`config.mk`:
```
export PLATFORM = sky130hd
export DESIGN_NAME = sdram_arbiter_n_flat
export DESIGN_NICKNAME = d
export VERILOG_FILES = /design/src/rtl/sdram_arbiter_n_if.sv /design/src/rtl/sdram_arbiter_n.sv /design/src/flat_wrapper.sv
export SDC_FILE = /design/constraint.sdc
export NUM_CORES = 1
export LEC_CHECK = 0
export BUFFER_PORTS_ARGS = -buffer_cell sky130_fd_sc_hd__buf_2
export CAP_MARGIN = 25
export CELL_PAD_IN_SITES_DETAIL_PLACEMENT = 1
export CELL_PAD_IN_SITES_GLOBAL_PLACEMENT = 2
export CORE_MARGIN = 2
export CORE_UTILIZATION = 17
export DETAILED_ROUTE_END_ITERATION = 8
export PLACE_DENSITY_LB_ADDON = 0.2
export SYNTH_ARGS = -nofsm -noshare
export SYNTH_HDL_FRONTEND = slang
export SYNTH_SLANG_ARGS = --single-unit
```
`constraint.sdc`:
```
create_clock -name clk_i -period 2.9 [get_ports clk_i]
set_input_delay 0.58 -clock clk_i [delete_from_list [all_inputs] [get_ports clk_i]]
set_output_delay 0.58 -clock clk_i [all_outputs]
set_load 0.02 [all_outputs]
```
`src/rtl/sdram_arbiter_n_if.sv`:
```
`default_nettype none
// ============================================================================
// Module      : sdram_arbiter_n_if
// Description : Bus bundle for the N-port SDRAM arbiter. Carries the requester
//               command/response signals and the single controller-side
//               command/response channel.
//   slave  modport : arbiter view (requester commands in, controller
//                    responses in, grants/strobes/controller command out)
//   master modport : environment view (requesters + SDRAM controller)
// Revision    : 1.0  initial release
// ============================================================================
interface sdram_arbiter_n_if #(
  parameter int NUM_PORTS = 4,
  parameter int ADDR_W    = 24
);
  // requester side
  logic [NUM_PORTS-1:0]        port_cmd_valid_i;
  logic [NUM_PORTS-1:0]        port_cmd_ready_o;
  logic [NUM_PORTS-1:0]        port_rd_i;
  logic [NUM_PORTS-1:0]        port_wr_i;
  logic [NUM_PORTS-1:0]        port_burst_i;
  logic [NUM_PORTS*ADDR_W-1:0] port_addr_x16_i;
  logic [NUM_PORTS*16-1:0]     port_wdata_i;
  logic [NUM_PORTS*2-1:0]      port_wmask_i;
  logic [NUM_PORTS-1:0]        port_resp_valid_o;
  logic [15:0]                 port_rdata_o;

  // controller side
  logic                        sdram_cmd_valid;
  logic                        sdram_cmd_ready;
  logic                        sdram_rd;
  logic                        sdram_wr;
  logic                        sdram_burst;
  logic [ADDR_W-1:0]           sdram_addr_x16;
  logic [15:0]                 sdram_wdata;
  logic [1:0]                  sdram_wmask;
  logic                        sdram_resp_valid;
  logic [15:0]                 sdram_rdata;

  modport slave (
    input  port_cmd_valid_i, port_rd_i, port_wr_i, port_burst_i,
           port_addr_x16_i, port_wdata_i, port_wmask_i,
           sdram_cmd_ready, sdram_resp_valid, sdram_rdata,
    output port_cmd_ready_o, port_resp_valid_o, port_rdata_o,
           sdram_cmd_valid, sdram_rd, sdram_wr, sdram_burst,
           sdram_addr_x16, sdram_wdata, sdram_wmask
  );

  modport master (
    output port_cmd_valid_i, port_rd_i, port_wr_i, port_burst_i,
           port_addr_x16_i, port_wdata_i, port_wmask_i,
           sdram_cmd_ready, sdram_resp_valid, sdram_rdata,
    input  port_cmd_ready_o, port_resp_valid_o, port_rdata_o,
           sdram_cmd_valid, sdram_rd, sdram_wr, sdram_burst,
           sdram_addr_x16, sdram_wdata, sdram_wmask
  );
endinterface
`default_nettype wire

```
`src/rtl/sdram_arbiter_n.sv`:
```
`default_nettype none
// ============================================================================
// Module      : sdram_arbiter_n
// Description : N-port SDRAM command arbiter with in-order read response
//               routing. Fixed-priority (port 0 highest) or round-robin
//               selection; accepted reads push a {burst, port id} tag into a
//               FIFO and returning beats are steered to the port at its head.
//               Command and response paths are purely combinational.
// Ports       : clk_i    system clock
//               rst_n_i  synchronous reset, active low
//               bus      sdram_arbiter_n_if.slave (requester + controller side)
//               err_o    sticky: read beat arrived with no tag outstanding
// Options     : define SDRAM_ARB_AGING_EN to add per-port wait counters; a
//               port waiting AGE_LIMIT cycles overrides normal selection.
// Parameters  : NUM_PORTS 2..8, MAX_OUTSTANDING power of 2 (>= 2),
//               BURST_LEN >= 2.
// Revision    : 1.0  initial release
// ============================================================================
module sdram_arbiter_n #(
  parameter int NUM_PORTS       = 4,
  parameter int ADDR_W          = 24,
  parameter int PRIO_MODE       = 0,
  parameter int MAX_OUTSTANDING = 4,
  parameter int BURST_LEN       = 4,
  parameter int AGE_LIMIT       = 64
) (
  input  wire logic         clk_i,
  input  wire logic         rst_n_i,
  sdram_arbiter_n_if.slave  bus,
  output logic              err_o
);

  localparam int IDW = $clog2(NUM_PORTS);
  localparam int FAW = $clog2(MAX_OUTSTANDING);
  localparam int CW  = FAW + 1;
  localparam int BW  = (BURST_LEN > 1) ? $clog2(BURST_LEN) : 1;

  // Grant hold: once a command is presented and stalled, the same port keeps
  // the grant so the controller sees a stable payload until it accepts.
  typedef enum logic [0:0] {
    ST_ARB  = 1'b0,
    ST_HOLD = 1'b1
  } state_t;

  state_t               r_state;
  state_t               w_state_nxt;
  logic [IDW-1:0]       r_hold_id;
  logic [IDW-1:0]       w_hold_id_nxt;

  logic [IDW-1:0]       r_rr_ptr;
  logic                 r_err;

  // tag FIFO: each entry is {burst, port id}
  logic [IDW:0]         r_tag_mem [MAX_OUTSTANDING];
  logic [FAW-1:0]       r_wptr;
  logic [FAW-1:0]       r_rptr;
  logic [CW-1:0]        r_count;
  logic [BW-1:0]        r_beat;

  logic                 w_full;
  logic                 w_empty;
  logic [NUM_PORTS-1:0] w_elig;
  logic                 w_any;
  logic [IDW-1:0]       w_lo_id;
  logic [IDW-1:0]       w_hi_id;
  logic                 w_hi_found;
  logic [IDW-1:0]       w_gnt_id;
  logic                 w_gnt_rd;
  logic                 w_gnt_burst;
  logic                 w_accept;
  logic                 w_push;

  logic [IDW-1:0]       w_head_id;
  logic                 w_head_burst;
  logic                 w_beat;
  logic                 w_last;
  logic                 w_pop;

  assign w_full  = (r_count == CW'(MAX_OUTSTANDING));
  assign w_empty = (r_count == '0);

  // Anything that is not a read (including a bare valid) needs no tag slot.
  assign w_elig = bus.port_cmd_valid_i & (~bus.port_rd_i | {NUM_PORTS{~w_full}});
  assign w_any  = |w_elig;

  // ------------------------------------------------------------------------
  // Candidate scan. Walking from the top index down leaves the lowest match
  // in each candidate: overall lowest (fixed mode / RR wrap) and lowest at or
  // above the RR pointer.
  // ------------------------------------------------------------------------
  always_comb begin
    w_lo_id    = '0;
    w_hi_id    = '0;
    w_hi_found = 1'b0;
    for (int i = NUM_PORTS - 1; i >= 0; i--) begin
      if (w_elig[i]) begin
        w_lo_id = IDW'(i);
        if (i >= int'(r_rr_ptr)) begin
          w_hi_id    = IDW'(i);
          w_hi_found = 1'b1;
        end
      end
    end
  end

`ifdef SDRAM_ARB_AGING_EN
  localparam int AGW = $clog2(AGE_LIMIT + 1);

  logic [AGW-1:0]       r_age [NUM_PORTS];
  logic [NUM_PORTS-1:0] w_aged;
  logic [IDW-1:0]       w_aged_id;

  always_ff @(posedge clk_i) begin
    for (int p = 0; p < NUM_PORTS; p++) begin
      if (!rst_n_i) begin
        r_age[p] <= '0;
      end else if (w_accept && (int'(w_gnt_id) == p)) begin
        r_age[p] <= '0;
      end else if (bus.port_cmd_valid_i[p] && (r_age[p] != AGW'(AGE_LIMIT))) begin
        r_age[p] <= r_age[p] + AGW'(1);
      end
    end
  end

  always_comb begin
    w_aged    = '0;
    w_aged_id = '0;
    for (int i = NUM_PORTS - 1; i >= 0; i--) begin
      if (w_elig[i] && (r_age[i] == AGW'(AGE_LIMIT))) begin
        w_aged[i] = 1'b1;
        w_aged_id = IDW'(i);
      end
    end
  end
`endif

  // Priority: held grant > aged port > normal policy.
  always_comb begin
    w_gnt_id = w_lo_id;
    if ((PRIO_MODE == 1) && w_hi_found) begin
      w_gnt_id = w_hi_id;
    end
`ifdef SDRAM_ARB_AGING_EN
    if (|w_aged) begin
      w_gnt_id = w_aged_id;
    end
`endif
    if ((r_state == ST_HOLD) && w_elig[r_hold_id]) begin
      w_gnt_id = r_hold_id;
    end
  end

  assign w_gnt_rd    = bus.port_rd_i[w_gnt_id];
  assign w_gnt_burst = bus.port_burst_i[w_gnt_id];
  assign w_accept    = w_any & bus.sdram_cmd_ready;
  assign w_push      = w_accept & w_gnt_rd;

  // ------------------------------------------------------------------------
  // Command path: payload is zero when nothing is granted. rd+wr together is
  // a read; burst only qualifies reads.
  // ------------------------------------------------------------------------
  always_comb begin
    bus.sdram_cmd_valid  = w_any;
    bus.sdram_rd         = 1'b0;
    bus.sdram_wr         = 1'b0;
    bus.sdram_burst      = 1'b0;
    bus.sdram_addr_x16   = '0;
    bus.sdram_wdata      = '0;
    bus.sdram_wmask      = '0;
    bus.port_cmd_ready_o = '0;
    if (w_any) begin
      bus.sdram_rd       = w_gnt_rd;
      bus.sdram_wr       = bus.port_wr_i[w_gnt_id] & ~w_gnt_rd;
      bus.sdram_burst    = w_gnt_rd & w_gnt_burst;
      bus.sdram_addr_x16 = bus.port_addr_x16_i[int'(w_gnt_id)*ADDR_W +: ADDR_W];
      bus.sdram_wdata    = bus.port_wdata_i[int'(w_gnt_id)*16 +: 16];
      bus.sdram_wmask    = bus.port_wmask_i[int'(w_gnt_id)*2 +: 2];
      bus.port_cmd_ready_o[w_gnt_id] = bus.sdram_cmd_ready;
    end
  end

  // ------------------------------------------------------------------------
  // Grant-hold FSM
  // ------------------------------------------------------------------------
  always_ff @(posedge clk_i) begin
    if (!rst_n_i) begin
      r_state   <= ST_ARB;
      r_hold_id <= '0;
    end else begin
      r_state   <= w_state_nxt;
      r_hold_id <= w_hold_id_nxt;
    end
  end

  always_comb begin
    w_state_nxt   = ST_ARB;
    w_hold_id_nxt = r_hold_id;
    if (w_any && !bus.sdram_cmd_ready) begin
      w_state_nxt   = ST_HOLD;
      w_hold_id_nxt = w_gnt_id;
    end
  end

  // Round-robin pointer moves just past the accepted port.
  always_ff @(posedge clk_i) begin
    if (!rst_n_i) begin
      r_rr_ptr <= '0;
    end else if (w_accept) begin
      if (w_gnt_id == IDW'(NUM_PORTS - 1)) begin
        r_rr_ptr <= '0;
      end else begin
        r_rr_ptr <= w_gnt_id + IDW'(1);
      end
    end
  end

  // ------------------------------------------------------------------------
  // Tag FIFO of outstanding reads
  // ------------------------------------------------------------------------
  always_ff @(posedge clk_i) begin
    if (w_push) begin
      r_tag_mem[r_wptr] <= {w_gnt_burst, w_gnt_id};
    end
  end

  always_ff @(posedge clk_i) begin
    if (!rst_n_i) begin
      r_wptr  <= '0;
      r_rptr  <= '0;
      r_count <= '0;
    end else begin
      if (w_push) begin
        r_wptr <= r_wptr + FAW'(1);
      end
      if (w_pop) begin
        r_rptr <= r_rptr + FAW'(1);
      end
      case ({w_push, w_pop})
        2'b10:   r_count <= r_count + CW'(1);
        2'b01:   r_count <= r_count - CW'(1);
        default: r_count <= r_count;
      endcase
    end
  end

  // ------------------------------------------------------------------------
  // Response path: beats are steered to the head tag's port; a beat with no
  // tag outstanding is dropped and flagged.
  // ------------------------------------------------------------------------
  assign w_head_id    = r_tag_mem[r_rptr][IDW-1:0];
  assign w_head_burst = r_tag_mem[r_rptr][IDW];
  assign w_beat       = bus.sdram_resp_valid & ~w_empty;
  assign w_last       = ~w_head_burst | (r_beat == BW'(BURST_LEN - 1));
  assign w_pop        = w_beat & w_last;

  always_comb begin
    bus.port_resp_valid_o = '0;
    if (w_beat) begin
      bus.port_resp_valid_o[w_head_id] = 1'b1;
    end
  end

  assign bus.port_rdata_o = bus.sdram_rdata;

  always_ff @(posedge clk_i) begin
    if (!rst_n_i) begin
      r_beat <= '0;
      r_err  <= 1'b0;
    end else begin
      if (w_pop) begin
        r_beat <= '0;
      end else if (w_beat) begin
        r_beat <= r_beat + BW'(1);
      end
      if (bus.sdram_resp_valid && w_empty) begin
        r_err <= 1'b1;
      end
    end
  end

  assign err_o = r_err;

endmodule
`default_nettype wire

```
`src/flat_wrapper.sv`:
```
// flat-port wrapper written by rule: the top's interface ports become plain ports
module sdram_arbiter_n_flat 
#(
  parameter int NUM_PORTS       = 4,
  parameter int ADDR_W          = 24,
  parameter int PRIO_MODE       = 0,
  parameter int MAX_OUTSTANDING = 4,
  parameter int BURST_LEN       = 4,
  parameter int AGE_LIMIT       = 64
)
  (clk_i, rst_n_i, err_o, bus_port_cmd_valid_i, bus_port_rd_i, bus_port_wr_i, bus_port_burst_i, bus_port_addr_x16_i, bus_port_wdata_i, bus_port_wmask_i, bus_sdram_cmd_ready, bus_sdram_resp_valid, bus_sdram_rdata, bus_port_cmd_ready_o, bus_port_resp_valid_o, bus_port_rdata_o, bus_sdram_cmd_valid, bus_sdram_rd, bus_sdram_wr, bus_sdram_burst, bus_sdram_addr_x16, bus_sdram_wdata, bus_sdram_wmask);
  sdram_arbiter_n_if #(.NUM_PORTS(NUM_PORTS), .ADDR_W(ADDR_W)) bus_i ();
  input  wire logic clk_i;
  input  wire logic rst_n_i;
  output logic err_o;
  input wire logic [$bits(bus_i.port_cmd_valid_i)-1:0] bus_port_cmd_valid_i;
  input wire logic [$bits(bus_i.port_rd_i)-1:0] bus_port_rd_i;
  input wire logic [$bits(bus_i.port_wr_i)-1:0] bus_port_wr_i;
  input wire logic [$bits(bus_i.port_burst_i)-1:0] bus_port_burst_i;
  input wire logic [$bits(bus_i.port_addr_x16_i)-1:0] bus_port_addr_x16_i;
  input wire logic [$bits(bus_i.port_wdata_i)-1:0] bus_port_wdata_i;
  input wire logic [$bits(bus_i.port_wmask_i)-1:0] bus_port_wmask_i;
  input wire logic [$bits(bus_i.sdram_cmd_ready)-1:0] bus_sdram_cmd_ready;
  input wire logic [$bits(bus_i.sdram_resp_valid)-1:0] bus_sdram_resp_valid;
  input wire logic [$bits(bus_i.sdram_rdata)-1:0] bus_sdram_rdata;
  output wire logic [$bits(bus_i.port_cmd_ready_o)-1:0] bus_port_cmd_ready_o;
  output wire logic [$bits(bus_i.port_resp_valid_o)-1:0] bus_port_resp_valid_o;
  output wire logic [$bits(bus_i.port_rdata_o)-1:0] bus_port_rdata_o;
  output wire logic [$bits(bus_i.sdram_cmd_valid)-1:0] bus_sdram_cmd_valid;
  output wire logic [$bits(bus_i.sdram_rd)-1:0] bus_sdram_rd;
  output wire logic [$bits(bus_i.sdram_wr)-1:0] bus_sdram_wr;
  output wire logic [$bits(bus_i.sdram_burst)-1:0] bus_sdram_burst;
  output wire logic [$bits(bus_i.sdram_addr_x16)-1:0] bus_sdram_addr_x16;
  output wire logic [$bits(bus_i.sdram_wdata)-1:0] bus_sdram_wdata;
  output wire logic [$bits(bus_i.sdram_wmask)-1:0] bus_sdram_wmask;
  assign bus_i.port_cmd_valid_i = bus_port_cmd_valid_i;
  assign bus_i.port_rd_i = bus_port_rd_i;
  assign bus_i.port_wr_i = bus_port_wr_i;
  assign bus_i.port_burst_i = bus_port_burst_i;
  assign bus_i.port_addr_x16_i = bus_port_addr_x16_i;
  assign bus_i.port_wdata_i = bus_port_wdata_i;
  assign bus_i.port_wmask_i = bus_port_wmask_i;
  assign bus_i.sdram_cmd_ready = bus_sdram_cmd_ready;
  assign bus_i.sdram_resp_valid = bus_sdram_resp_valid;
  assign bus_i.sdram_rdata = bus_sdram_rdata;
  assign bus_port_cmd_ready_o = bus_i.port_cmd_ready_o;
  assign bus_port_resp_valid_o = bus_i.port_resp_valid_o;
  assign bus_port_rdata_o = bus_i.port_rdata_o;
  assign bus_sdram_cmd_valid = bus_i.sdram_cmd_valid;
  assign bus_sdram_rd = bus_i.sdram_rd;
  assign bus_sdram_wr = bus_i.sdram_wr;
  assign bus_sdram_burst = bus_i.sdram_burst;
  assign bus_sdram_addr_x16 = bus_i.sdram_addr_x16;
  assign bus_sdram_wdata = bus_i.sdram_wdata;
  assign bus_sdram_wmask = bus_i.sdram_wmask;
  sdram_arbiter_n #(.NUM_PORTS(NUM_PORTS), .ADDR_W(ADDR_W), .PRIO_MODE(PRIO_MODE), .MAX_OUTSTANDING(MAX_OUTSTANDING), .BURST_LEN(BURST_LEN), .AGE_LIMIT(AGE_LIMIT)) u_core (.clk_i(clk_i), .rst_n_i(rst_n_i), .bus(bus_i), .err_o(err_o));
endmodule
```
; Word-level counts from Yosys, hierarchy flattened
; Memories as Yosys holds them, arrays and structs flattened. A register that Yosys moved wholly into a read port is not among the register bits.
; Cells that the tools add are included.
[totals]
ram_bits = 12
output_inout_bits = 71
memories = 1
reg_bits = 13
[memory_table]
columns = name, depth, word_bits, rd, rd_ports_with_merged_regs, write_ports, line
row1 = u_core.r_tag_mem, 4, 3, 1, 1, 1, sdram_arbiter_n.sv:54  ; logic [IDW:0] r_tag_mem [MAX_OUTSTANDING];
[op_classes]
eq_ne = 4
shift = 3
magnitude_cmp = 5
n_reduce_logical = 10
add_sub_neg = 5
bitwise_logic = 16
mul = 1
muxes = 31
[op_table]
columns = operator, count
row1 = 96-bit by 32-bit variable part select with 24-bit output, 1
row2 = 64-bit by 7-bit variable part select with 16-bit output, 1
row3 = 24-bit 2-to-1 mux, 1
row4 = 16-bit 2-to-1 mux, 1
row5 = 2-bit 2-to-1 mux, 8
row6 = 1-bit 2-to-1 mux, 12
row7 = 2-bit by 3-bit less-than comparator with 1-bit output (second input constant), 3
row8 = 4-bit bitwise AND, 2
row9 = 1-bit binary-select mux with 2-bit select, 4
row10 = 4-bit 2-to-1 mux, 2
row11 = 8-bit by 4-bit variable part select with 2-bit output, 1
row12 = 2-bit by 1-bit adder with 2-bit output (second input constant), 3
row13 = 1-bit bitwise AND, 6
row14 = 3-bit one-hot mux with 2 select lines, 1
row15 = 1-bit logical AND, 5
row16 = 1-bit NOT, 5
row17 = 1-bit demux with 2-bit select, 2
row18 = 2-bit == test (second input constant), 2
row19 = 2-bit by 1-bit greater-or-equal comparator with 1-bit output (second input constant), 2
row20 = 2-bit by 2-bit multiplier with 4-bit output (second input constant), 1
row21 = 4-bit NOT, 1
row22 = 4-bit bitwise OR, 1
row23 = 4-bit OR reduction, 1
row24 = 3-bit by 1-bit adder with 3-bit output (second input constant), 1
row25 = 8 further kinds, 8

; Logic depth before layout (Yosys ltp)
; Gate-level depths: netlist of the first run.
[logic_depth]
ltp_word = 15
ltp_mapped = 15
ltp_nobuf = 14

; Least setup slack after synthesis of the first run
; No wires, ideal clock.
[synth_path]
path_kind = input-to-output
start = input port bus_port_rd_i[0]
end = output port bus_sdram_wr
t_required_ns = 2.320
arrival_time_ns = 2.729
path_slack_ns = -0.409
stages = 8
cell_sequence = and4bb_1 > o2bb2ai_1 > o211a_1 > o21a_1 > buf_6 > mux2i_1 > a21oi_1 > a2111oi_0
[synth_via]
elab_chain_len = 12
elab_cells_between_ends = 16
[synth_lines]
columns = element, line
row1 = from (decl), flat_wrapper.sv:17  ; input wire logic [$bits(bus_i.port_rd_i)-1:0] bus_port_rd_i;
row2 = 4-bit NOT, sdram_arbiter_n.sv:83  ; assign w_elig = bus.port_cmd_valid_i & (~bus.port_rd_i | {NUM_PORTS{~w_full}});
row3 = 4-bit bitwise OR, sdram_arbiter_n.sv:83
row4 = 4-bit bitwise AND, sdram_arbiter_n.sv:83
row5 = 1-bit binary-select mux with 2-bit select, sdram_arbiter_n.sv:148  ; if ((r_state == ST_HOLD) && w_elig[r_hold_id]) begin
row6 = 1-bit 2-to-1 mux (not written as such), sdram_arbiter_n.sv:148
row7 = 1-bit logical AND, sdram_arbiter_n.sv:148
row8 = 2-bit 2-to-1 mux, sdram_arbiter_n.sv:148
row9 = 1-bit binary-select mux with 2-bit select, sdram_arbiter_n.sv:153  ; assign w_gnt_rd = bus.port_rd_i[w_gnt_id];
row10 = 1-bit 2-to-1 mux (not written as such), sdram_arbiter_n.sv:153
row11 = 1-bit NOT, sdram_arbiter_n.sv:173  ; bus.sdram_wr = bus.port_wr_i[w_gnt_id] & ~w_gnt_rd;
row12 = 1-bit bitwise AND, sdram_arbiter_n.sv:173
row13 = 1-bit 2-to-1 mux *, sdram_arbiter_n.sv:171  ; if (w_any) begin
row14 = to (decl), flat_wrapper.sv:31  ; output wire logic [$bits(bus_i.sdram_wr)-1:0] bus_sdram_wr;
; Mark *: on every way between the ends. The rest lies on a longest branch, timed or not. The select of a mux whose other input is x is not followed.

; Worst setup path in the final report of the first run
[layout_path]
start = register u_core.r_count[1]
end = output port bus_sdram_wr
[layout_via]
elab_chain_len = 14
elab_cells_between_ends = 20
[layout_lines]
columns = element, line
row1 = from (decl), sdram_arbiter_n.sv:57  ; logic [CW-1:0] r_count;
row2 = from (signal assigned), sdram_arbiter_n.sv:239  ; 2'b10: r_count <= r_count + CW'(1);
row3 = from (signal assigned), sdram_arbiter_n.sv:240  ; 2'b01: r_count <= r_count - CW'(1);
row4 = from (signal assigned), sdram_arbiter_n.sv:241  ; default: r_count <= r_count;
row5 = 3-bit == test *, sdram_arbiter_n.sv:79  ; assign w_full = (r_count == CW'(MAX_OUTSTANDING));
row6 = 1-bit NOT *, sdram_arbiter_n.sv:83
row7 = 4-bit bitwise OR *, sdram_arbiter_n.sv:83
row8 = 4-bit bitwise AND *, sdram_arbiter_n.sv:83
row9 = 2-bit 2-to-1 mux (4 in series), sdram_arbiter_n.sv:96  ; if (w_elig[i]) begin
row10 = 2-bit 2-to-1 mux, sdram_arbiter_n.sv:148
row11 = 1-bit binary-select mux with 2-bit select, sdram_arbiter_n.sv:153
row12 = 1-bit 2-to-1 mux (not written as such), sdram_arbiter_n.sv:153
row13 = 1-bit NOT, sdram_arbiter_n.sv:173
row14 = 1-bit bitwise AND, sdram_arbiter_n.sv:173
row15 = 1-bit 2-to-1 mux *, sdram_arbiter_n.sv:171
; Marked as above.

==> impl_results.md, run 1 <==
- PD cells: 365.8 nW/um^2
- Row Count: 49
- Final setup margin: -0.2556 ns
- CP required: 2.32 ns
- Drt wl/cell: 17.55 microns
- Ys flop type: dfxtp_1
- Max Clk Rate: 316.9 MHz
- R2R Setup Slk: -0.19 ns
- Layout area overhead: 94.83%
- Hold path depth: 2
- RSZ-0062 raised after global routing: yes
- CORE AREA: 17900 sq um
- DRT Wirelength: 15010 microns
- Violated checks: setup timing
- Mean Syn Cell Area: 8.902 sq um
- Max Slew Vio Count: 0
- Vias per cell: 4.331
- Drt first pass iters: 3
- Clock-pin slew on the worst setup and hold paths: 0.07 ns
- Clock Path Buffers: 2
- Worst-path maximum fanout: 9
- 1st-iter DRT viols: 69
- Crit Path Category: reg -> out
- Worst reg2reg path depth: 15
- Crit. End Element: output pin
- Syn Inst Count: 348
- First-pass GRT wire length: 22730 microns
- Initial antenna violation count: 2
- Ys Warns: 0
- Overall power: 2.208 mW
- Critical Path Sink: bus_sdram_wr
- CTS tree: done
- Port Buffers: 242
- CP Data Arrival Time: 2.58 ns
- Seq cells post-synth: 27
- Seq/Total Area, Yosys: 0.2132
- Root Buffer: clkbuf_16
- Dpl cell area: 4761 sq um
- Die Wd: 139.0 microns
- Clk sink count: 27
- CTS Buf Count: 3
- Yosys cell types: 42
- Share of layout cells above drive strength 1: 0.7484
- R2r endpoint: u_core.r_count[2]
- Final ANT Viol Nets: 0
- Total of max-cap violations: 0
- Crit path time final: 3.156 ns
- Number of global-route vias before repair: 4184
- Tcrit/Tclk final: 1.088
- GRT Util Overall: 0.1465
- Hold Violations, Final: 0
- Gr ovfl total: 0
- Largest cells by area after synthesis: mux2i_1, mux2_2, edfxtp_1, a211oi_1, dfxtp_1
- Hold buffers post-CTS: 0
- GP Congestion: 0.8403
- Via count: 3703
- Hold Crit Start: u_core.err_o
- CP startpoint kind: flop
- Final Skew: 0.004690 ns
- Async SR Flop Fraction: 0
- Largest net degree at the start of global routing: 45
- Initial core utilization: 0.1731
- Worst setup path start: u_core.r_count[1]
- Post-Layout Inst Area: 6036 sq um
- Min-Delay Path Class: reg -> reg
- Yosys top cell by area: mux2i_1
- Final setup vio count: 45
- Die area: 19320 sq um
- Worst-margin pin slew: 0.3466 ns
- Reg-to-Reg Start: u_core.r_count[0]
- Peak supply drop: 223.4 uV
- Post-synth EDFFs: 12
- Clk_lat worst skew: 0.26 ns
- Hpwl dp: 11820 microns
- NumNets Final: 836
- CTS H-Tree Depth: 1
- Status: finished, violations left
- IO Count: 275
- Drc violations: 0
- P_leak: 2.876 nW
- Syn Std Cell Area: 3098 sq um
- Share of the synthesized area in the top cell type: 0.1648
- Post-synth net total: 559
- Slew margin rel.: 0.7689
- Die extent in y: 139.0 microns
==> registers in the layout, summed over array words and instances, names as in the netlist, named ones only <==
name and flops:
u_core.r_state 1, u_core.r_rptr 2, u_core.err_o 1, u_core.r_hold_id 2
u_core.r_count 3, u_core.r_beat 2, u_core.r_wptr 2, u_core.r_tag_mem 12
==> critical path: stages (launching register included) <==
cell       delay [ns]
dfxtp_2          0.35
and4bb_2         0.33
o2bb2ai_2        0.07
o211a_1          0.28
o21a_4           0.19
buf_12           0.13
buf_12           0.11
buf_16           0.14
and3_4           0.15
a2111oi_4        0.35
buf_4            0.20
==> stage by stage <==
| stage | util | instances | hold WS (ns) | setup WS, ns | setup TNS (ns) |
|---|---|---|---|---|---|
| after floorplan | - | 348 | 0.4646 | -0.06070 | -0.8037 |
| after global placement | 0.2659 | 815 | 0.4656 | -0.2436 | -4.192 |
| after detailed placement | 0.2659 | 815 | 0.4822 | -0.3031 | -6.111 |
| after CTS | 0.3115 | 842 | 0.5013 | -0.1275 | -3.313 |
| after global routing | 0.3369 | 853 | 0.5232 | -0.3202 | -10.97 |
| final | 0.3372 | 855 | 0.4924 | -0.2556 | -7.210 |
==> per-layer routing <==
metal / vias to the layer above / global-route usage / part of all wire
li1: 1808 / - / -
met1: 1739 / 0.1489 / 0.35
met2: 136 / 0.2974 / 0.56
met3: 18 / 0.03902 / 0.072
met4: 2 / 0.02764 / 0.016
met5: - / 0 / 0.0011
==> worst min path at each step <==
stage	to	slack (ns)
floorplan	u_core.r_beat[1]	0.46
global placement	u_core.err_o	0.47
detailed placement	u_core.err_o	0.48
CTS	u_core.err_o	0.50
global route	u_core.err_o	0.52
finish	u_core.err_o	0.49
==> cell type report <==
class	instances	area [sq um]
tap	229	286.5
antenna	2	5.005
inverter	11	42.54
clock inverter	1	7.507
timing repair buffer	314	2147
fill	2086	11870
clock buffer	3	75.07
multi-input combinational	268	2805
sequential	27	666.9
==> synth_stat cells, types with 2 or more instances <==
cell type,instances
mux2i_1,51
nor2_1,48
a211oi_1,42
mux2_2,42
buf_4,21
nand2_1,16
dfxtp_1,15
edfxtp_1,12
and2_1,11
clkbuf_1,11
inv_1,9
ha_1,6
nor3_1,6
and3_1,5
buf_6,5
buf_1,4
nor2b_1,4
a21boi_0,3
a21oi_1,3
mux4_2,3
nand4bb_1,3
xnor2_1,3
buf_2,2
inv_2,2
o211a_1,2
o21ai_0,2
xor2_1,2
==> power by group <==
group / internal (mW) / switching, mW / leakage, nW
sequential: 0.431 / 0.0256 / 0.234
combinational: 0.756 / 0.674 / 2.60
clock: 0.187 / 0.133 / 0.0371
total: 1.37 / 0.833 / 2.88
==> layout by cell type, fill, tap and decap left out, types with 4 or more instances in the layout <==
| master | count |
|---|---|
| buf_2 | 201 |
| buf_4 | 83 |
| mux2i_1 | 44 |
| mux2_4 | 32 |
| a211oi_2 | 28 |
| nor2_4 | 25 |
| nand2_1 | 14 |
| a211oi_1 | 14 |
| buf_12 | 13 |
| nor2_1 | 12 |
| dfxtp_1 | 12 |
| buf_6 | 12 |
| edfxtp_1 | 12 |
| nor2_2 | 11 |
| and2_1 | 11 |
| mux2_2 | 10 |
| inv_1 | 6 |
| mux2i_2 | 5 |
| ha_1 | 5 |
| nor2b_1 | 4 |
| nor3_2 | 4 |
| inv_2 | 4 |
| clkbuf_16 | 4 |
==> kinds of logic after synthesis <==
| kind of cell | count (synthesis) | synth area share |
|---|---|---|
| AND/OR/NAND/NOR | 99 | 0.1527 |
| adder cells (fa/ha/maj) | 7 | 0.03069 |
| buffers and inverters | 54 | 0.1038 |
| XOR/XNOR | 5 | 0.01414 |
| AO/OA/AOI/OAI | 60 | 0.1462 |
| flip-flops | 27 | 0.2132 |
| multiplexers | 96 | 0.3393 |
==> timing repair <==
action | CTS | global route
pin swaps | 44 | 37
gates cloned | 6 | 1
buffers inserted | 21 | 12
endpoints found under the setup margin | 48 | 50
resized for setup | 119 | 92
No activity file was read; power rests on OpenSTA's default activity.
==> run 2, diff against run 1 <==
--- a/config.mk
+++ b/config.mk
@@ -9,10 +9,9 @@
 export CAP_MARGIN = 25
 export CELL_PAD_IN_SITES_DETAIL_PLACEMENT = 1
 export CELL_PAD_IN_SITES_GLOBAL_PLACEMENT = 2
-export CORE_MARGIN = 2
 export CORE_UTILIZATION = 17
 export DETAILED_ROUTE_END_ITERATION = 8
-export PLACE_DENSITY_LB_ADDON = 0.2
+export PLACE_DENSITY = 0.81
 export SYNTH_ARGS = -nofsm -noshare
 export SYNTH_HDL_FRONTEND = slang
 export SYNTH_SLANG_ARGS = --single-unit
==> run 2 against run 1 <==
The flow still finishes with violations (setup timing). Via count fell by 1.2%. First-iteration DRC count up 54%. Critical path depth increased by 1. Routed wire length is 3.0% higher. Combinational power is 3% lower.
==> impl_results.md, run 2 (synthesis gave the netlist of run 1 again) <==
- Worst-margin pin slew: 0.4541 ns
- Clk sink count: 27
- CTS Buf Count: 3
- Crit path time final: 3.074 ns
- Max incr delay on CP: 0.35 ns
- Most common cell after layout, fill and taps aside: buf_2
- Peak supply drop: 281.4 uV
- Drt first pass iters: 4
- First-pass GRT wire length: 21250 microns
- Worst reg2reg path depth: 14
- Final ANT Viol Nets: 0
- Antenna cells: 0
- CORE AREA: 17540 sq um
- Slew margin rel.: 0.6973
- Delay-heaviest family, CP: compound AO/OA/AOI/OAI gates
- Clock-pin slew on the worst setup and hold paths: 0.07 ns
- Post-route insts no fill: 834
- Hold_ws: 0.4942 ns
- Hold Violations, Final: 0
- Worst-path maximum fanout: 6
- PD cells: 369.5 nW/um^2
- Gr ovfl total: 0
- CP required: 2.32 ns
- Share of layout cells above drive strength 1: 0.7438
- Total stage count of the critical path: 11
- GP Congestion: 0.7960
- Regs by FF count: u_core.r_tag_mem (12), u_core.r_count (3)
- Largest net degree at the start of global routing: 44
- Vias per cell: 4.388
- Drt wl/cell: 18.53 microns
- Max Slew Vio Count: 0
- Crit Path Category: in -> out
- RSZ-0062 raised after global routing: yes
- Row Count: 48
- Post-Place Worst Slack: -0.3756 ns
- Die area: 18770 sq um
- Hold path depth: 2
- Most used cell, CP: buf_4
- Die extent in y: 137.0 microns
- Root Buffer: clkbuf_16
- Buffer and inverter count on the worst path: 6
- Die Wd: 137.0 microns
- NumNets Final: 821
- CP max-delay cell: a2111oi_2
- Most frequent cells in the layout: buf_2, buf_4, mux2i_1, mux2_4, a211oi_2
- Largest reg by FF count: u_core.r_tag_mem
- Final setup margin: -0.1736 ns
- CP startpoint kind: input port
- Clk_lat worst skew: 0.27 ns
- Initial antenna violation count: 3
- Total of max-cap violations: 0
- 1st-iter DRT viols: 106
- DRT Wirelength: 15450 microns
- IO Count: 275
- Hpwl dp: 11650 microns
- CTS tree: done
- CP Data Arrival Time: 2.49 ns
- Clock Path Buffers: 2
- Crit. End Element: output pin
- P_leak: 2.771 nW
- CTS H-Tree Depth: 1
- Final setup vio count: 46
- Number of global-route vias before repair: 3835
- Crit-path cells: buf_6, and4bb_2, o2bb2ai_2, o211a_1, buf_4, o21a_4, inv_6, buf_4, buf_12, a2111oi_2, buf_2
- Placed Cells incl. Taps: 816
- Max reg flops: 12
- Status: finished, violations left
- Violated checks: setup timing
- Initial core utilization: 0.1767
- GRT Util Overall: 0.1506
- Tcrit/Tclk final: 1.060
- Overall power: 2.166 mW
- Final Skew: 0.005435 ns
- Port Buffers: 242
- Setup_tns: -3.831 ns
- Drc violations: 0
- Layout area overhead: 89.26%
- Min-Delay Path Class: reg -> reg
- Max Clk Rate: 325.4 MHz
- Via count: 3660
## run 2: cell count changes in the layout (fill, tap and decap cells not counted), moves of 5 or more
cell     change
buf_2        +7
buf_4       -21
mux2i_1      -6
mux2i_2      +5
nor2_4       -5
## run 2: final cells by class
cell class                 count  area (sq um)
multi-input combinational    268          2775
sequential                    27         671.9
tap                          225         281.5
clock inverter                 1         7.507
clock buffer                   3         75.07
inverter                      11         47.55
timing repair buffer         299          2004
fill                        2085         11670
## run 2: routing by layer
metal / share of wire / global-route usage / up-vias
met5: 0.0011 / 0 / -
met4: 0.016 / 0.03114 / 2
met3: 0.051 / 0.02037 / 19
met2: 0.54 / 0.2935 / 150
met1: 0.39 / 0.1712 / 1705
li1: - / - / 1784
## run 2: through the flow
step                cell area, sq um  utilization
finish                          5863       0.3343
global route                    5863       0.3343
CTS                             5426       0.3094
detailed placement              4831       0.2755
global placement                4831       0.2755
floorplan                       3192            -
## run 2: worst paths after layout
check / from / to / slack, ns
max reg2reg: u_core.r_count[0] / u_core.r_count[2] / -0.11
min: u_core.err_o / u_core.err_o / 0.49
min reg2reg: u_core.err_o / u_core.err_o / 0.49
max: bus_port_rd_i[0] / bus_sdram_wr / -0.17
## run 2: repair_timing
item	in CTS	in global routing
setup buffers	11	6
hold buffers	0	0
pin swaps	14	30
gates cloned	5	2
endpoints found under the setup margin	48	50
resized for setup	85	124
endpoints found under the hold margin	0	0
## run 2: where the power goes
part / leakage [nW] / total, mW / internal [mW] / switching [mW]
Sequential: 0.235 / 0.459 / 0.432 / 0.0263
Combinational: 2.50 / 1.38 / 0.712 / 0.663
Clock: 0.0371 / 0.333 / 0.188 / 0.144
Total: 2.77 / 2.17 / 1.33 / 0.833
## run 2: worst register-to-register path: cells and delay by family, from the launching register on
family	cells	cell delay (ns)
buffers and inverters	3	0.25
AOI/OAI and AO/OA	5	0.78
DFF	1	0.37
adders and majority gates	2	0.49
muxes	1	0.28
and+or+nand+nor	2	0.60
xor gates and xnor gates	1	0.15
==> run 3, diff against run 2 <==
--- a/config.mk
+++ b/config.mk
@@ -7,11 +7,11 @@
 export LEC_CHECK = 0
 export BUFFER_PORTS_ARGS = -buffer_cell sky130_fd_sc_hd__buf_2
 export CAP_MARGIN = 25
-export CELL_PAD_IN_SITES_DETAIL_PLACEMENT = 1
-export CELL_PAD_IN_SITES_GLOBAL_PLACEMENT = 2
-export CORE_UTILIZATION = 17
+export CELL_PAD_IN_SITES_DETAIL_PLACEMENT = 0
+export CELL_PAD_IN_SITES_GLOBAL_PLACEMENT = 1
+export CORE_UTILIZATION = 23
 export DETAILED_ROUTE_END_ITERATION = 8
-export PLACE_DENSITY = 0.81
+export PLACE_DENSITY = 0.82
 export SYNTH_ARGS = -nofsm -noshare
 export SYNTH_HDL_FRONTEND = slang
 export SYNTH_SLANG_ARGS = --single-unit
==> run 3 against run 2 <==
The flow still finishes with violations (setup timing). Power grew 0.14%. Sequential share of layout area down 0.22 points. Maximum frequency up 1.2%. Non-clock buffer count grew 17. Register-to-register slack better by 0.05 ns. Combinational power barely moved. Clock skew grew 0.0011 ns. First-iteration DRC count is 26% higher. Highest routed layer is now met4.
==> impl_results.md, run 3 (synthesis gave the netlist of run 1 again) <==
- Clk_lat worst skew: 0.26 ns
- Hold Violations, Final: 0
- First-pass GRT wire length: 18770 microns
- Most common cell after layout, fill and taps aside: buf_2
- Final ANT Viol Nets: 0
- Worst-margin pin slew: 0.4658 ns
- Slew margin rel.: 0.6867
- Max Clk Rate: 329.2 MHz
- Row Count: 42
- Total of max-cap violations: 0
- Most used cell, CP: buf_6
- Share of layout cells above drive strength 1: 0.7296
- CTS tree: done
- DRT Wirelength: 12700 microns
- Gr ovfl total: 0
- PD cells: 367.1 nW/um^2
- Clock Path Buffers: 2
- Tcrit/Tclk final: 1.048
- Max reg flops: 12
- Max Slew Vio Count: 0
- Final setup vio count: 45
- Vias per cell: 4.677
- Die area: 13940 sq um
- Max incr delay on CP: 0.31 ns
- Setup_tns: -3.938 ns
- Largest reg by FF count: u_core.r_tag_mem
- CP startpoint kind: input port
- Via count: 3746
- Hold buffers post-CTS: 0
- Drc violations: 0
- Initial core utilization: 0.2349
- Antenna cells: 0
- Peak supply drop: 216.8 uV
- Worst-path maximum fanout: 7
- Violated checks: setup timing
- Hpwl dp: 9007 microns
- P_leak: 2.891 nW
- CTS Buf Count: 3
- Status: finished, violations left
- CP Data Arrival Time: 2.46 ns
- Number of global-route vias before repair: 3722
- Drt first pass iters: 4
- GP Congestion: 0.8735
- R2R Setup Slk: -0.06 ns
- CP max-delay cell: mux2_4
- IO Count: 275
- Layout area overhead: 90.75%
- Delay-heaviest family, CP: compound AO/OA/AOI/OAI gates
- Drt wl/cell: 15.85 microns
- Root Buffer: clkbuf_16
- Final setup margin: -0.1381 ns
- Crit path time final: 3.038 ns
- Clk sink count: 27
- CTS H-Tree Depth: 1
- RSZ-0062 raised after global routing: yes
- Crit. End Element: output pin
- Die extent in y: 118.1 microns
- Min-Delay Path Class: reg -> reg
- Final Skew: 0.006581 ns
- CORE AREA: 13190 sq um
- Regs by FF count: u_core.r_tag_mem (12), u_core.r_count (3)
- NumNets Final: 837
- CP required: 2.32 ns
- Port Buffers: 242
- 1st-iter DRT viols: 134
- Clock-pin slew on the worst setup and hold paths: 0.07 ns
- Largest net degree at the start of global routing: 46
- Crit-path cells: buf_6, and4bb_1, o2bb2ai_1, o211a_1, o21a_4, buf_6, buf_16, mux2_4, nor2_4, a211oi_2, buf_4
- Buffer and inverter count on the worst path: 4
- Most frequent cells in the layout: buf_2, buf_4, mux2i_1, mux2_4, a211oi_2
- Post-Place Worst Slack: -0.2664 ns
- Die Wd: 118.1 microns
- Initial antenna violation count: 0
- Crit Path Category: in -> out
- GRT Util Overall: 0.1664
- # fillers: 1276
-- run 3: cell types whose count changed in the layout (fill, tap and decap cells not counted), moves of 4 or more --
cell / change
buf_2: +4
buf_6: +13
mux2i_1: +4
mux2i_2: -4
-- run 3: final cells by class --
class,count,area [sq um],area share
multi-input cells,267,2701,0.4571
clock inverters,1,7.507,0.001270
repair buffers,316,2196,0.3716
clock buffers,3,75.07,0.01270
flip-flops and latches,27,664.4,0.1124
well taps,176,220.2,0.03726
inverters,11,45.04,0.007622
-- run 3: path summary, 6_finish.rpt --
path / start / endpoint / cells past startpoint
worst max-delay path: bus_port_rd_i[0] / bus_sdram_addr_x16[20] / 11
worst min-delay path: u_core.err_o / u_core.err_o / 2
worst max register to register: u_core.r_count[1] / u_core.r_count[2] / 14
worst min register to register: u_core.err_o / u_core.err_o / 2
-- run 3: per-layer routing --
layer,up-vias,GRT usage,wire [microns]
li1,1816,-,-
met4,0,0.02324,96
met5,-,0,0
met2,154,0.3188,6765
met3,13,0.02035,596
met1,1763,0.1996,5240
-- run 3: timing repair --
item	in CTS	in global routing
endpoints found under the setup margin	46	49
hold endpoints to repair	0	0
gates resized for setup	114	74
gates cloned	5	4
buffers inserted	9	14
pin swaps	41	36
-- run 3: worst min-delay path, delay by kind of cell (launching register included) --
kind            cells  cell delay [ns]
flops               1             0.33
simple gates        1             0.09
compound gates      1             0.05
-- run 3: per-stage QoR --
step / area [sq um] / power [mW] / util / hold WS (ns) / std cells
CTS: 5451 / 2.040 / 0.4133 / 0.5146 / 785
detailed placement: 4770 / 1.502 / 0.3616 / 0.4966 / 767
global route: 5909 / 2.286 / 0.4480 / 0.5353 / 801
floorplan: 3192 / 1.120 / - / 0.4646 / 348
global placement: 4770 / 1.483 / 0.3616 / 0.4682 / 767
finish: 5909 / 2.169 / 0.4480 / 0.5061 / 801
-- run 3: where the power goes --
| part | switching, mW | total [mW] | leakage, nW | internal (mW) |
|---|---|---|---|---|
| sequential | 0.0226 | 0.454 | 0.234 | 0.432 |
| clock | 0.132 | 0.319 | 0.0371 | 0.187 |
| combinational | 0.652 | 1.40 | 2.62 | 0.744 |
